**src/rtl/mmio_pkg.sv**
```systemverilog
// -----------------------------------------------------------------------------
// mmio_pkg
// Shared definitions for the MMIO fabric: FSM state type, the read data
// returned on a bus error, the default 4-slot address map, and a helper for
// sizing the slot index.
// -----------------------------------------------------------------------------
package mmio_pkg;

    typedef enum logic [1:0] {
        IDLE   = 2'd0,
        ACCESS = 2'd1,
        RESP   = 2'd2
    } state_t;

    // Returned on req_rdata when a request ends in decode miss or timeout.
    localparam logic [31:0] ERR_DATA = 32'hDEAD_BEEF;

    // Default map, slot 0 in the LSBs. Slots 0 and 1 overlap on purpose;
    // the lowest index wins, so slot 1 is only reachable by overriding.
    localparam logic [127:0] DEF_SLV_BASE = {
        32'h0000_0900, 32'h0000_0800, 32'h0000_0000, 32'h0000_0000
    };
    localparam logic [127:0] DEF_SLV_MASK = {
        32'hFFFF_FFF0, 32'hFFFF_FFF0, 32'hFFFF_FF00, 32'hFFFF_FF00
    };

    // Width of a slot index; never zero so a 1-slot build still has a bit.
    function automatic int idx_width(input int n);
        return (n > 1) ? $clog2(n) : 1;
    endfunction

endpackage

```
**src/rtl/mmio_decode.sv**
```systemverilog
// -----------------------------------------------------------------------------
// mmio_decode
// Combinational address decoder. Slot i matches when
// (addr & mask[i]) == base[i]; the lowest matching index wins.
//   addr  in   32-bit byte address
//   hit   out  at least one slot matched
//   slot  out  index of the winning slot (0 when no hit)
// -----------------------------------------------------------------------------
module mmio_decode
    import mmio_pkg::*;
#(
    parameter int                    NUM_SLV  = 4,
    parameter logic [NUM_SLV*32-1:0] SLV_BASE = DEF_SLV_BASE,
    parameter logic [NUM_SLV*32-1:0] SLV_MASK = DEF_SLV_MASK,
    localparam int                   SW       = idx_width(NUM_SLV)
) (
    input  logic [31:0]   addr,
    output logic          hit,
    output logic [SW-1:0] slot
);

    // NOTE: every output of an always_comb gets a default first, so no path
    // through the block leaves a value unassigned and no latch is inferred.
    always_comb begin
        hit  = 1'b0;
        slot = '0;
        // Walk from the top down so the lowest matching index is written last.
        for (int i = NUM_SLV - 1; i >= 0; i--) begin
            if ((addr & SLV_MASK[i*32 +: 32]) == SLV_BASE[i*32 +: 32]) begin
                hit  = 1'b1;
                slot = SW'(i);
            end
        end
    end

endmodule

```
**src/rtl/mmio_fabric.sv**
```systemverilog
// -----------------------------------------------------------------------------
// mmio_fabric
// Single-master MMIO fabric: decodes a CPU request onto one of NUM_SLV slave
// ports, waits for that slave's ack (bounded by TIMEOUT cycles), and returns a
// one-cycle response. Decode misses and timeouts return ERR_DATA with req_err
// and are logged in a sticky error register holding the first failing address.
//   clk, reset             clock, synchronous active-high reset
//   req_valid/we/addr/wdata CPU request, held until req_ready
//   req_ready/rdata/err    one-cycle response strobe, data, error flag
//   slv_sel/we/addr/wdata  one-hot select and latched request, during ACCESS
//   slv_rdata/slv_ack      per-slot read data and completion
//   err_valid/err_addr     sticky error flag and first error address
//   err_clr                clears err_valid
// -----------------------------------------------------------------------------
module mmio_fabric
    import mmio_pkg::*;
#(
    parameter int                    NUM_SLV  = 4,
    parameter int                    DW       = 32,
    parameter logic [NUM_SLV*32-1:0] SLV_BASE = DEF_SLV_BASE,
    parameter logic [NUM_SLV*32-1:0] SLV_MASK = DEF_SLV_MASK,
    parameter int                    TIMEOUT  = 15
) (
    input  logic                  clk,
    input  logic                  reset,
    input  logic                  req_valid,
    input  logic                  req_we,
    input  logic [31:0]           req_addr,
    input  logic [DW-1:0]         req_wdata,
    output logic                  req_ready,
    output logic [DW-1:0]         req_rdata,
    output logic                  req_err,
    output logic [NUM_SLV-1:0]    slv_sel,
    output logic                  slv_we,
    output logic [31:0]           slv_addr,
    output logic [DW-1:0]         slv_wdata,
    input  logic [NUM_SLV*DW-1:0] slv_rdata,
    input  logic [NUM_SLV-1:0]    slv_ack,
    output logic                  err_valid,
    output logic [31:0]           err_addr,
    input  logic                  err_clr
);

    localparam int            SW       = idx_width(NUM_SLV);
    localparam logic [DW-1:0] ERR_WORD = DW'(ERR_DATA);
    localparam logic [7:0]    CNT_LAST = 8'(TIMEOUT - 1);

    state_t        state, state_nxt;
    logic [7:0]    cnt;
    logic [SW-1:0] slot_q;
    logic          we_q;
    logic          err_q;

    logic          dec_hit;
    logic [SW-1:0] dec_slot;
    logic          sel_ack;
    logic          cnt_done;
    logic          new_err;
    logic [31:0]   new_err_addr;

    mmio_decode #(
        .NUM_SLV  (NUM_SLV),
        .SLV_BASE (SLV_BASE),
        .SLV_MASK (SLV_MASK)
    ) u_decode (
        .addr (req_addr),
        .hit  (dec_hit),
        .slot (dec_slot)
    );

    // Only the selected slot's ack is looked at; other ack bits are noise.
    assign sel_ack  = slv_ack[slot_q];
    assign cnt_done = (cnt == CNT_LAST);

    // ---------------------------------------------------------------- FSM
    // NOTE: sequential state uses non-blocking assignments so every register
    // samples pre-edge values regardless of statement order. The synchronous
    // reset is tested first, so a slave ack in the reset cycle is discarded.
    always_ff @(posedge clk) begin
        if (reset) state <= IDLE;
        else       state <= state_nxt;
    end

    always_comb begin
        state_nxt = state;
        slv_sel   = '0;
        slv_we    = 1'b0;
        req_ready = 1'b0;
        req_err   = 1'b0;
        case (state)
            IDLE: begin
                if (req_valid) state_nxt = dec_hit ? ACCESS : RESP;
            end
            ACCESS: begin
                slv_sel[slot_q] = 1'b1;
                slv_we          = we_q;
                if (sel_ack || cnt_done) state_nxt = RESP;
            end
            RESP: begin
                req_ready = 1'b1;
                req_err   = err_q;
                state_nxt = IDLE;
            end
            default: state_nxt = IDLE;
        endcase
    end

    // Error events: decode miss on acceptance, or the last ACCESS cycle
    // passing without an ack.
    always_comb begin
        new_err      = 1'b0;
        new_err_addr = slv_addr;
        if (state == IDLE && req_valid && !dec_hit) begin
            new_err      = 1'b1;
            new_err_addr = req_addr;
        end else if (state == ACCESS && !sel_ack && cnt_done) begin
            new_err = 1'b1;
        end
    end

    // ----------------------------------------------------------- datapath
    always_ff @(posedge clk) begin
        if (reset) begin
            cnt       <= '0;
            slot_q    <= '0;
            we_q      <= 1'b0;
            err_q     <= 1'b0;
            slv_addr  <= '0;
            slv_wdata <= '0;
            req_rdata <= '0;
        end else begin
            case (state)
                IDLE: begin
                    cnt <= '0;
                    if (req_valid) begin
                        if (dec_hit) begin
                            slot_q    <= dec_slot;
                            we_q      <= req_we;
                            slv_addr  <= req_addr;
                            slv_wdata <= req_wdata;
                        end else begin
                            err_q     <= 1'b1;
                            req_rdata <= ERR_WORD;
                        end
                    end
                end
                ACCESS: begin
                    if (sel_ack) begin
                        err_q     <= 1'b0;
                        req_rdata <= slv_rdata[int'(slot_q)*DW +: DW];
                    end else if (cnt_done) begin
                        err_q     <= 1'b1;
                        req_rdata <= ERR_WORD;
                    end else begin
                        cnt <= cnt + 8'd1;
                    end
                end
                default: ;
            endcase
        end
    end

    // Sticky error log: the first error is kept; a new error in the same
    // cycle as err_clr replaces the logged one.
    always_ff @(posedge clk) begin
        if (reset) begin
            err_valid <= 1'b0;
            err_addr  <= '0;
        end else if (new_err && (!err_valid || err_clr)) begin
            err_valid <= 1'b1;
            err_addr  <= new_err_addr;
        end else if (err_clr) begin
            err_valid <= 1'b0;
        end
    end

endmodule

```
**config.mk**
```make
export PLATFORM = sky130hd
export DESIGN_NAME = mmio_fabric
export DESIGN_NICKNAME = d
export VERILOG_FILES = /design/src/rtl/mmio_pkg.sv /design/src/rtl/mmio_decode.sv /design/src/rtl/mmio_fabric.sv
export SDC_FILE = /design/constraint.sdc
export NUM_CORES = 1
export LEC_CHECK = 0
export BUFFER_PORTS_ARGS = -buffer_cell sky130_fd_sc_hd__buf_4
export CORE_MARGIN = 3
export CORE_UTILIZATION = 25
export CTS_CLUSTER_DIAMETER = 200
export DETAILED_ROUTE_END_ITERATION = 10
export SLEW_MARGIN = 20
export SYNTH_ARGS = -nofsm -noshare
export SYNTH_HDL_FRONTEND = slang
export SYNTH_SLANG_ARGS = --single-unit
```
**constraint.sdc**
```tcl
create_clock -name clk -period 2.8 [get_ports clk]
set_input_delay 0.84 -clock clk [delete_from_list [all_inputs] [get_ports clk]]
set_output_delay 0.84 -clock clk [all_outputs]
set_load 0.01 [all_outputs]
```
Word-level counts from Yosys, hierarchy flattened
Cells that the tools add are included.

word-level totals
  register bits = 143
  logic and storage cells = 80
  output and inout bits = 136
  bits of input ports = 201

operators by class
  reduce and logical (&&, ||, !) cells = 19
  $add $sub $neg = 1
  order comparisons = 2
  multiplexer cells = 36
  shift operators = 1
  equality and inequality tests = 11

operators by type and width
  operator                                                                 number
  32-bit two-way mux                                                       5
  128-bit by 8-bit variable part select with 32-bit output                 1
  32-bit case mux with 2 select lines                                      1
  28-bit by 8-bit equality test with 1-bit output (second input constant)  2
  32-bit logical NOT                                                       1
  1-bit two-way mux                                                        16
  8-bit two-way mux                                                        2
  8-bit case mux with 2 select lines                                       1
  2-bit two-way mux                                                        6
  2-bit != test (second input constant)                                    5
  8-bit by 1-bit adder with 8-bit output (second input constant)           1
  8-bit by 4-bit equality test with 1-bit output (second input constant)   1
  1-bit logical AND                                                        6
  3-bit AND reduction                                                      2
  4-bit two-way mux                                                        1
  2-bit case mux with 2 select lines                                       1
  4-bit AND reduction                                                      1
  2-bit nonzero test                                                       2
  1-bit logical NOT                                                        3
  2-bit by 3-bit < comparator with 1-bit output (second input constant)    1
  3-bit != test (second input constant)                                    1
  1-bit binary-select mux with 2-bit select                                1
  1-bit demux with 2-bit select                                            1
  2-bit by 1-bit equality test with 1-bit output (second input constant)   1
  other kinds (6)                                                          7

Logic depth before layout (Yosys ltp)
Gate-level depths: netlist (run 1).

  word-level depth = 9
  gate-level depth with buffers = 9
  mapped depth without buffers = 7

By module
A second synthesis (run 1) with hierarchy kept.

unflattened totals
  cells, all modules = 708
  area, all modules = 6804.0 µm²

modules (own cells, without submodules)
  module       times used  seq. area each (µm²)  area an instance (µm²)  cells an instance
  mmio_fabric  1           2862.7                6711.4                  693
  mmio_decode  1           0.0                   92.6                    15

Least setup slack after synthesis (run 1)
OpenSTA, ideal clock, no wires.

  path type = input-to-reg
  start = input port slv_ack[3]
  end = register req_rdata[10]
  arrival = 2.269 ns
  data required time = 2.685 ns
  slack = 0.417 ns
  setup time = 0.115 ns
  stages = 7
  path buffers = 2
  cell sequence = mux4_2 -> a21oi_1 -> nand2b_1 -> buf_4 -> o21ai_2 -> buf_2 -> o21a_1

on the way
  word-level cells in the longest chain between the ends = 4
  elaborated cells between the ends (all ways) = 6
  classes of those cells = 1 x eq/ne; 4 x mux; 1 x reduce/logical

RTL lines
  element                                                                               RTL line            text
  from (decl)                                                                           mmio_fabric.sv:38   input logic [NUM_SLV-1:0] slv_ack,
  1-bit binary-select mux with 2-bit select *                                           mmio_fabric.sv:72   assign sel_ack = slv_ack[slot_q];
  1-bit two-way mux (not written as such) *                                             mmio_fabric.sv:72
  3-bit != test (no line) or 32-bit two-way mux (tied branches)                         n/a
  4-bit AND reduction (no line) or 32-bit case mux with 2 select lines (tied branches)  n/a
  to (signal assigned)                                                                  mmio_fabric.sv:150  req_rdata <= slv_rdata[int'(slot_q)*DW +: DW];
  to (decl)                                                                             mmio_fabric.sv:31   output logic [DW-1:0] req_rdata,

Mark *: on every way between the ends. The rest lies on a longest branch, timed or not. The select of a mux whose other input is x is not followed.
A chain may end at the register's enable or synchronous reset.

Final worst setup path (run 1)
  start = register state[0]
  end = output port slv_sel[3]

on the way
  word-level cells in the longest chain between the ends = 2

RTL lines
  element                                         RTL line           text
  from (decl)                                     mmio_fabric.sv:48  state_t state, state_nxt;
  from (signal assigned)                          mmio_fabric.sv:81  else state <= state_nxt;
  2-bit by 1-bit equality test with 1-bit output  mmio_fabric.sv:90  case (state)
  4-bit two-way mux                               mmio_fabric.sv:90
  to (decl)                                       mmio_fabric.sv:33  output logic [NUM_SLV-1:0] slv_sel,

Every way passes these cells.

==> out/qor.csv, run 1 <==
stage,metric,value,unit
sta,Max Clock Skew,0.0131,ns
drt,final WL,25500,um
grt,gr usage total,0.177,
die,Initial Util,0.257,
setup_path,slowest cell on the critical path,nor2b_1,
clock_network,clock slew at reported path FFs,0.06,ns
clock_network,CTS Buf Count,17,
drt,Final ANT Viol Nets,0,
grt,grt met1 use,0.211,
clock_network,CTS H-tree depth,4,
setup_path,crit end category,output pin,
setup_path,crit-path max cell delay,0.45,ns
grt,global routing usage on met2,0.308,
die,Die X,168,um
yosys,post-synthesis async set-or-reset flop share,0,
setup_path,crit-path max FO,7,
sta,Setup Total Neg Slack,0,ns
yosys,post-synthesis register bit count,143,
sta,setup repair after global routing missed its margin,no,
sta,fmax,403,MHz
yosys,post-synthesis sequential area ratio,0.438,
die,# IOs,337,
clock_network,root buf cell,clkbuf_16,
die,die area,0.0281,mm^2
flow_run,max cap viols,0,
layout,nets@finish,1250,
power,total chip power,5210,uW
layout,Non-Filler Instances,1391,
setup_path,critical-path cell list,nor2b_1 > and3_1 > buf_4,
layout,"commonest non-fill, non-tap cell in the layout",buf_4,
placed_design,dpl cell area,0.00952,mm^2
status,outcome,"finished, final reports clean",
worst_hold_path,min-delay worst type,flop to flop,
placed_design,Placer Congestion,0.832,
layout,share of layout cells above drive strength 1,0.421,
die,Core Area,0.0254,mm^2
die,Die Span Y,168,um
drt,vias post-DR,6585,
clock_network,hold buffer count at cts,0,
power,maximum VDD drop,0.000324,V
sta,Final period util,0.886,
power,Pwr per Cell Area,516,mW/mm^2
sta,slew margin rel.,0.526,
sta,Worst Hold Margin,0.451,ns
placed_design,placed wire-length estimate,19400,um
power,leakage,0.00425,uW
grt,pin count of the biggest net entering global routing,80,
grt,total gr overflow,0,
clock_network,CTS tree,yes,
grt,first-pass GRT wire length,38600,um
grt,GR peak layer,met2,
drt,DRT iter0 DRCs,335,
setup_path,CP arrival,1.64,ns
layout,final instance area,0.0101,mm^2
yosys,ys flop type,dfxtp_1,
sta,final setup vio count,0,
grt,vias in the first global route,6587,
die,FP Rows,58,
yosys,library cells used by synthesis,45,
yosys,Post-Syn Nets,926,
placed_design,Port-buffer cells,336,
setup_path,CP Buf/Inv Count,1,
grt,grt met3 use,0.0550,
clock_network,post_cts resized,0,
layout,# fillers,2603,
yosys,"Avg Cell Area, Syn",9.03,um^2
sta,post-layout min period,2.48,ns
drt,router iterations before antenna repair,4,
yosys,mapped cell area,0.00653,mm^2
yosys,"EDFF count, synth",0,
layout,Layout area overhead,54.8,%
sta,fin. max-slew vios,0,
drt,vias per cell,4.73,
setup_path,"delay-heaviest family, CP",simple AND/OR/NAND/NOR gates,
setup_path,crit start category,flop,
clock_network,Setup Buffers After CTS,0,
yosys,Post-Syn Instances,723,
sta,Final Hold Viols,0,
clock_network,worst skew pair latency,0.42,ns
layout,most frequent cells in the layout,"358 x buf_4, 141 x dfxtp_1, 110 x nand2_1, 85 x nor2_1, 77 x a21oi_1",
clock_network,Max Root-Sink Buffers,2,
clock_network,clk sinks,143,
drt,WL/cell,18.3,um
setup_path,Crit path required time,1.96,ns
drt,number of remaining DRC errors,0,
sta,Worst Tran Pin Value,0.712,ns
yosys,Yosys Warn Count,0,
placed_design,number of instances in the placed design,1358,
grt,initial antenna violation count,0,
setup_path,crit path kind,flop to output pin,
[final timing paths]
path	startpoint	end	slack [ns]	cells past startpoint
hold / removal	we_q	we_q	0.45	2
hold reg to reg	we_q	we_q	0.45	2
setup / recovery	state[0]	slv_sel[3]	0.32	3
setup reg to reg	slot_q[1]	err_addr[21]	0.52	6
[Yosys cell counts (all sizes together) (2+ instances only)]
master | n | area, um^2
dfxtp | 143 | 2860
nand2 | 110 | 413
nor2 | 85 | 319
a21oi | 78 | 390
clkbuf | 42 | 158
inv | 34 | 128
mux4 | 33 | 743
and2 | 27 | 169
o21a | 25 | 188
a211oi | 23 | 173
o31a | 22 | 193
buf | 17 | 86.3
a221oi | 11 | 146
nand4 | 10 | 62.6
o32ai | 10 | 87.6
o21ai | 8 | 43.8
nor4 | 7 | 73.8
a31oi | 4 | 25.0
nand2b | 4 | 25.0
nand3 | 4 | 20.0
nor3 | 4 | 20.0
ha | 2 | 25.0
nand4b | 2 | 32.5
nor2b | 2 | 12.5
xor2 | 2 | 17.5
[sequential cells by signal, summed over array words and instances (netlist names)]
register   cells
err_addr      32
req_rdata     32
slv_addr      32
slv_wdata     32
cnt            8
slot_q         2
state          2
err_q          1
err_valid      1
we_q           1
[metrics by stage]
| stage | util | setup slack (ns) |
|---|---|---|
| after floorplan | - | 0.417 |
| after global placement | 0.375 | 0.0385 |
| after detailed placement | 0.375 | 0.0173 |
| after CTS | 0.398 | 0.227 |
| after global routing | 0.398 | 0.155 |
| final | 0.398 | 0.319 |
[power breakdown]
| group | internal (uW) | switching [uW] |
|---|---|---|
| sequential | 2120 | 49.9 |
| combinational | 446 | 350 |
| clock | 1260 | 992 |
| total | 3820 | 1390 |
[worst register-to-register path, cell delays in order (launching register included)]
cell and delay [ns]:
dfxtp_2 0.64, mux4_2 0.42, nand4b_4 0.18, buf_4 0.38, nor2_1 0.09, o31a_1 0.24
a211oi_1 0.23
[cell type report]
| cell class | instances | area [um^2] | share of cell area |
|---|---|---|---|
| well taps | 330 | 413 | 0.0408 |
| multi-input cells | 487 | 3320 | 0.328 |
| clock inverters | 14 | 149 | 0.0147 |
| flip-flops and latches | 143 | 2870 | 0.283 |
| clock buffers | 18 | 429 | 0.0425 |
| diodes | 1 | 2.50 | 0.000248 |
| repair buffers | 364 | 2810 | 0.278 |
| inverters | 34 | 128 | 0.0126 |
[kinds of logic (layout without fill, tap and decap cells)]
group | after synthesis | after routing | synth area share
AOI/OAI and AO/OA | 190 | 190 | 0.202
xor gates and xnor gates | 2 | 2 | 0.00268
buffers and inverters | 93 | 430 | 0.0569
other | 0 | 1 | 0
adders and majority gates | 2 | 2 | 0.00383
DFF | 143 | 143 | 0.438
muxes | 33 | 33 | 0.114
and+or+nand+nor | 260 | 260 | 0.182
[routing by layer]
layer,up-vias,share of wire
met5,-,0
met2,282,0.50
li1,3204,-
met4,0,0.014
met3,14,0.081
met1,3085,0.41
Note: power is estimated with default switching activity, not from simulation.
==> inputs of run 2 (changes only) <==
- CORE_ASPECT_RATIO: unset -> 0.5
- CTS_CLUSTER_SIZE: unset -> 16
==> out/qor.csv, run 2 (synthesis results as in run 1) <==
stage,metric,value,unit,change
status,outcome,"finished, final reports clean",,unchanged
clock_network,CTS Buf Count,17,,unchanged
setup_path,Critical R2R Capture,err_addr[4],,was err_addr[21]
setup_path,flop2flop setup slack,0.73,ns,was 0.52 ns
clock_network,CTS tree,yes,,unchanged
setup_path,Crit path required time,1.96,ns,about the same
grt,first-pass GRT wire length,37000,um,"was 38,600 um"
sta,fin. max-slew vios,0,,unchanged
clock_network,clock slew at reported path FFs,0.06,ns,about the same
setup_path,crit-path most repeated cell,buf_4,,
sta,final setup vio count,0,,unchanged
layout,# fillers,2594,,"was 2,603"
setup_path,crit path kind,flop to output pin,,unchanged
layout,nets@finish,1247,,"was 1,250"
power,Switching Fraction,0.248,,was 0.267
drt,vias per cell,4.71,,was 4.73
worst_hold_path,Hold EP,err_addr[18],,was we_q
power,maximum VDD drop,0.000403,V,was 0.000324 V
flow_run,max cap viols,0,,unchanged
die,die area,0.0282,mm^2,was 0.0281 mm^2
power,Clk pwr share,0.441,,was 0.432
worst_hold_path,min-delay src,err_addr[18],,was we_q
clock_network,CTS H-tree depth,4,,unchanged
clock_network,Max Root-Sink Buffers,2,,unchanged
setup_path,critical-path cell list,nor2b_1 > buf_4 > nand2_1 > nor2_1 > buf_4,,was nor2b_1 > and3_1 > buf_4
die,FP Rows,41,,was 58
die,Initial Util,0.257,,about the same
clock_network,Setup Buffers After CTS,0,,unchanged
setup_path,crit-path max cell delay,0.44,ns,was 0.45 ns
layout,Layout area overhead,54.7,%,was 54.8%
worst_hold_path,Hold Crit Depth,2,,unchanged
grt,vias in the first global route,6745,,"was 6,587"
placed_design,Placer Congestion,0.883,,was 0.832
setup_path,FF-to-FF path depth,5,,was 6
setup_path,crit-path max FO,7,,unchanged
drt,WL/cell,17.1,um,was 18.3 um
placed_design,placed wire-length estimate,18300,um,"was 19,400 um"
layout,# diodes,0,,was 1
setup_path,reg2reg start,slot_q[0],,was slot_q[1]
grt,initial antenna violation count,0,,unchanged
layout,share of layout cells above drive strength 1,0.417,,was 0.421
layout,Finished Core Util,0.397,,was 0.398
die,Die Span Y,120,um,was 168 um
sta,Worst Hold Margin,0.454,ns,was 0.451 ns
power,leakage,0.00425,uW,about the same
grt,pin count of the biggest net entering global routing,81,,was 80
sta,Worst Tran Pin Value,0.659,ns,was 0.712 ns
sta,setup repair after global routing missed its margin,no,,unchanged
drt,vias post-DR,6596,,"was 6,585"
sta,Setup Total Neg Slack,0,ns,unchanged
sta,Final period util,0.842,,was 0.886
setup_path,slowest cell on the critical path,dfxtp_1,,was nor2b_1
clock_network,hold buffer count at cts,0,,unchanged
setup_path,crit start category,flop,,unchanged
sta,fmax,424,MHz,was 403 MHz
layout,Non-Filler Instances,1401,,"was 1,391"
grt,total gr overflow,0,,unchanged
drt,number of remaining DRC errors,0,,unchanged
layout,"commonest non-fill, non-tap cell in the layout",buf_4,,unchanged
drt,Final ANT Viol Nets,0,,unchanged
die,Die X,235,um,was 168 um
power,Pwr per Cell Area,523,mW/mm^2,was 516 mW/mm^2
grt,gr usage total,0.168,,was 0.177
placed_design,number of instances in the placed design,1369,,"was 1,358"
sta,post-layout min period,2.36,ns,was 2.48 ns
sta,Max Clock Skew,0.00933,ns,was 0.0131 ns
layout,register area,0.00287,mm^2,unchanged
die,# IOs,337,,unchanged
power,P_int,3970,uW,was 3820 uW
layout,Multi-input gate area,0.00330,mm^2,was 0.00332 mm^2
clock_network,clk sinks,143,,unchanged
power,P_sw,1310,uW,was 1390 uW
sta,Final Hold Viols,0,,unchanged
layout,most frequent cells in the layout,"356 x buf_4, 141 x dfxtp_1, 110 x nand2_1, 85 x nor2_1, 78 x a21oi_1",,"was 358 x buf_4, 141 x dfxtp_1, 110 x nand2_1, 85 x nor2_1, 77 x a21oi_1"
drt,final WL,24000,um,"was 25,500 um"
power,Seq pwr share,0.410,,was 0.416
worst_hold_path,min-delay worst type,flop to flop,,unchanged
drt,router iterations before antenna repair,5,,was 4
die,Core Area,0.0254,mm^2,about the same
power,combinational power share,0.148,,was 0.153
setup_path,crit end category,output pin,,unchanged
placed_design,Port-buffer cells,336,,unchanged
clock_network,worst skew pair latency,0.43,ns,was 0.42 ns
drt,DRT iter0 DRCs,371,,was 335
clock_network,root buf cell,clkbuf_16,,unchanged
setup_path,CP arrival,1.52,ns,was 1.64 ns
clock_network,post_cts resized,0,,unchanged
sta,slew margin rel.,0.560,,was 0.526
## run 2: cell types whose count changed in the layout (fill, tap and decap cells not counted), sizes merged
cell,before,now
diode,1,0
clkbuf,18,21
inv,41,36
clkinvlp,4,1
clkinv,2,6
buf,364,361
bufinv,1,2
## run 2: worst max path at each step
| stage | startpoint | end | slack [ns] | cells after the start |
|---|---|---|---|---|
| global route | state[0] | slv_sel[2] | 0.28 | 5 |
| floorplan | slv_ack[3] | req_rdata[10] | 0.42 | 7 |
| finish | state[0] | slv_sel[2] | 0.44 | 5 |
| CTS | state[0] | slv_sel[2] | 0.40 | 5 |
| detailed placement | req_addr[27] | slot_q[0] | 0.04 | 7 |
| global placement | req_addr[27] | slot_q[0] | 0.13 | 7 |
## run 2: stage by stage
step	cell area [um^2]	worst slack (ns)	total power, uW
2_1_floorplan	6530	0.417	2530
3_3_place_gp	9490	0.131	2990
3_5_place_dp	9490	0.0421	3000
4_1_cts	10100	0.405	5360
5_1_grt	10100	0.282	5510
6_report	10100	0.443	5280
## run 2: critical path, delay by kind of cell (launching register included)
family	cells	cell delay, ns
buf+inv	2	0.29
simple gates	3	0.35
flops	1	0.44
## run 2: power by group through the flow
stage,clock [uW],combinational [uW],sequential [uW]
finish,2330,784,2170
global route,2490,848,2180
CTS,2410,791,2170
detailed placement,0,788,2210
global placement,0,778,2210
floorplan,0,291,2240
## run 2: final cells by class
cell class | count | share of cell area
flip-flops and latches | 143 | 0.284
multi-input cells | 487 | 0.326
clock buffers | 21 | 0.0476
inverters | 34 | 0.0126
repair buffers | 361 | 0.274
well taps | 344 | 0.0426
clock inverters | 11 | 0.0129
## run 2: per-layer routing
| layer | vias up | track usage | wire [um] |
|---|---|---|---|
| met4 | 0 | 0.0721 | 867 |
| met1 | 3166 | 0.196 | 9710 |
| met2 | 182 | 0.297 | 12300 |
| li1 | 3206 | - | - |
| met3 | 42 | 0.0370 | 1070 |
| met5 | - | 0 | 0 |
==> inputs of run 3 (changes only) <==
- clock period: 2.8 -> 2 ns (I/O delays scaled with it)
==> out/qor.csv, run 3 (synthesis results as in run 1) <==
stage,metric,value,unit,change
status,outcome,"finished, final reports clean",,unchanged
die,Core Area,0.0254,mm^2,unchanged
flow_run,max cap viols,0,,unchanged
layout,"commonest non-fill, non-tap cell in the layout",buf_4,,unchanged
grt,vias in the first global route,6884,,"was 6,745"
power,Seq pwr share,0.387,,was 0.410
setup_path,Critical R2R Capture,err_addr[0],,was err_addr[4]
power,P_int,5970,uW,was 3970 uW
die,FP Rows,41,,unchanged
power,Clk pwr share,0.459,,was 0.441
sta,Final Hold Viols,0,,unchanged
setup_path,CP endpoint,err_addr[0],,was slv_sel[2]
layout,Finished Core Util,0.424,,was 0.397
drt,Final ANT Viol Nets,0,,unchanged
layout,Non-Filler Instances,1442,,"was 1,401"
setup_path,Crit path required time,2.34,ns,was 1.96 ns
placed_design,Port-buffer cells,336,,unchanged
sta,post-layout min period,1.97,ns,
setup_path,flop2flop setup slack,0.03,ns,was 0.73 ns
layout,share of layout cells above drive strength 1,0.468,,was 0.417
layout,register area,0.00288,mm^2,was 0.00287 mm^2
sta,fin. max-slew vios,0,,unchanged
placed_design,dpl cell area,0.00985,mm^2,was 0.00949 mm^2
sta,fmax,509,MHz,
drt,vias per cell,4.81,,was 4.71
power,combinational power share,0.154,,was 0.148
placed_design,number of instances in the placed design,1404,,"was 1,369"
layout,# fillers,2500,,"was 2,594"
power,leakage,0.00456,uW,was 0.00425 uW
clock_network,CTS H-tree depth,4,,unchanged
drt,WL/cell,17.6,um,was 17.1 um
die,Die Span Y,120,um,unchanged
sta,final setup vio count,0,,unchanged
die,Die X,235,um,unchanged
clock_network,worst skew pair latency,0.43,ns,about the same
drt,final WL,25400,um,"was 24,000 um"
setup_path,crit end category,flop,,was output pin
power,Pwr per Cell Area,727,mW/mm^2,was 523 mW/mm^2
clock_network,hold buffer count at cts,0,,unchanged
grt,pin count of the biggest net entering global routing,57,,was 81
sta,Max Clock Skew,0.0114,ns,was 0.00933 ns
layout,nets@finish,1288,,"was 1,247"
sta,slew margin rel.,0.601,,was 0.560
layout,Multi-input gate area,0.00352,mm^2,was 0.00330 mm^2
setup_path,crit start category,flop,,unchanged
clock_network,clk sinks,143,,unchanged
die,Initial Util,0.257,,unchanged
die,# IOs,337,,unchanged
setup_path,CP arrival,2.31,ns,was 1.52 ns
setup_path,crit path launch,slot_q[0],,was state[0]
clock_network,root buf cell,clkbuf_16,,unchanged
grt,gr usage total,0.169,,was 0.168
setup_path,crit path kind,flop to flop,,was flop to output pin
layout,final instance area,0.0108,mm^2,was 0.0101 mm^2
worst_hold_path,min-delay worst type,primary input to flop,,was flop to flop
clock_network,CTS Buf Count,17,,unchanged
drt,DRT iter0 DRCs,409,,was 371
power,P_sw,1880,uW,was 1310 uW
grt,total gr overflow,0,,unchanged
grt,first-pass GRT wire length,37400,um,"was 37,000 um"
layout,Layout area overhead,65.2,%,was 54.7%
clock_network,Max Root-Sink Buffers,2,,unchanged
placed_design,Placer Congestion,0.901,,was 0.883
clock_network,CTS tree,yes,,unchanged
drt,router iterations before antenna repair,5,,unchanged
sta,Final period util,0.983,,
drt,number of remaining DRC errors,0,,unchanged
sta,Worst Tran Pin Value,0.598,ns,was 0.659 ns
power,total chip power,7840,uW,was 5280 uW
setup_path,FF-to-FF path depth,5,,unchanged
grt,initial antenna violation count,0,,unchanged
die,die area,0.0282,mm^2,unchanged
sta,setup repair after global routing missed its margin,yes,,was no
setup_path,crit-path max FO,15,,was 7
layout,# diodes,0,,unchanged
layout,most frequent cells in the layout,"387 x buf_4, 139 x dfxtp_1, 109 x nand2_1, 83 x nor2_1, 76 x a21oi_1",,"was 356 x buf_4, 141 x dfxtp_1, 110 x nand2_1, 85 x nor2_1, 78 x a21oi_1"
power,maximum VDD drop,0.000622,V,was 0.000403 V
placed_design,placed wire-length estimate,19000,um,"was 18,300 um"
drt,vias post-DR,6933,,"was 6,596"
power,Switching Fraction,0.240,,was 0.248
clock_network,clock slew at reported path FFs,0.06,ns,about the same
setup_path,reg2reg start,slot_q[0],,unchanged
run 3: power by group through the flow:
stage | Combinational, uW | Sequential (uW) | Clock [uW]
final | 1210 | 3030 | 3600
after global routing | 1290 | 3050 | 3810
after CTS | 1160 | 3030 | 3690
after detailed placement | 1160 | 3100 | 0
after global placement | 1150 | 3090 | 0
after floorplan | 427 | 3140 | 0
run 3: area by class of cell:
class | instances | share of cell area
multi-input cells | 488 | 0.326
repair buffers | 401 | 0.294
inverters | 34 | 0.0118
well taps | 344 | 0.0399
clock buffers | 20 | 0.0432
flip-flops and latches | 143 | 0.266
clock inverters | 12 | 0.0189
run 3: what timing repair did:
action	4_1_cts	5_1_grt
gates resized for setup	10	31
buffers inserted	2	1
endpoints found under the setup margin	58	105
pin swaps	1	3
cloned	1	2
run 3: critical path: stages, from the launching register on:
cell and delay [ns]:
dfxtp_4 0.38, mux4_2 0.57, nand4b_4 0.23, a31o_4 0.28, buf_12 0.16, a221oi_2 0.26
run 3: worst min path at each step:
| stage | startpoint | end | slack, ns | depth (start not counted) |
|---|---|---|---|---|
| 2_1_floorplan | cnt[7] | cnt[7] | 0.43 | 1 |
| 3_3_place_gp | err_q | err_q | 0.44 | 1 |
| 3_5_place_dp | err_addr[20] | err_addr[20] | 0.45 | 2 |
| 4_1_cts | reset | cnt[6] | 0.38 | 2 |
| 5_1_grt | reset | cnt[6] | 0.40 | 2 |
| 6_report | reset | cnt[6] | 0.40 | 2 |
run 3: layer usage:
| metal | vias to the layer above | track usage | routed length [um] |
|---|---|---|---|
| met5 | - | 0 | 0 |
| met4 | 0 | 0.0607 | 900 |
| met3 | 48 | 0.0459 | 1410 |
| met2 | 232 | 0.296 | 12600 |
| met1 | 3374 | 0.200 | 10400 |
| li1 | 3279 | - | - |
run 3: through the flow:
step           setup TNS, ns  worst slack [ns]  hold WS (ns)
2_1_floorplan          -2.59           -0.0538         0.426
3_3_place_gp          -48.58            -0.519         0.439
3_5_place_dp          -55.89            -0.586         0.446
4_1_cts                    0           0.00738         0.376
5_1_grt               -0.285           -0.0722         0.396
6_report                   0            0.0349         0.400
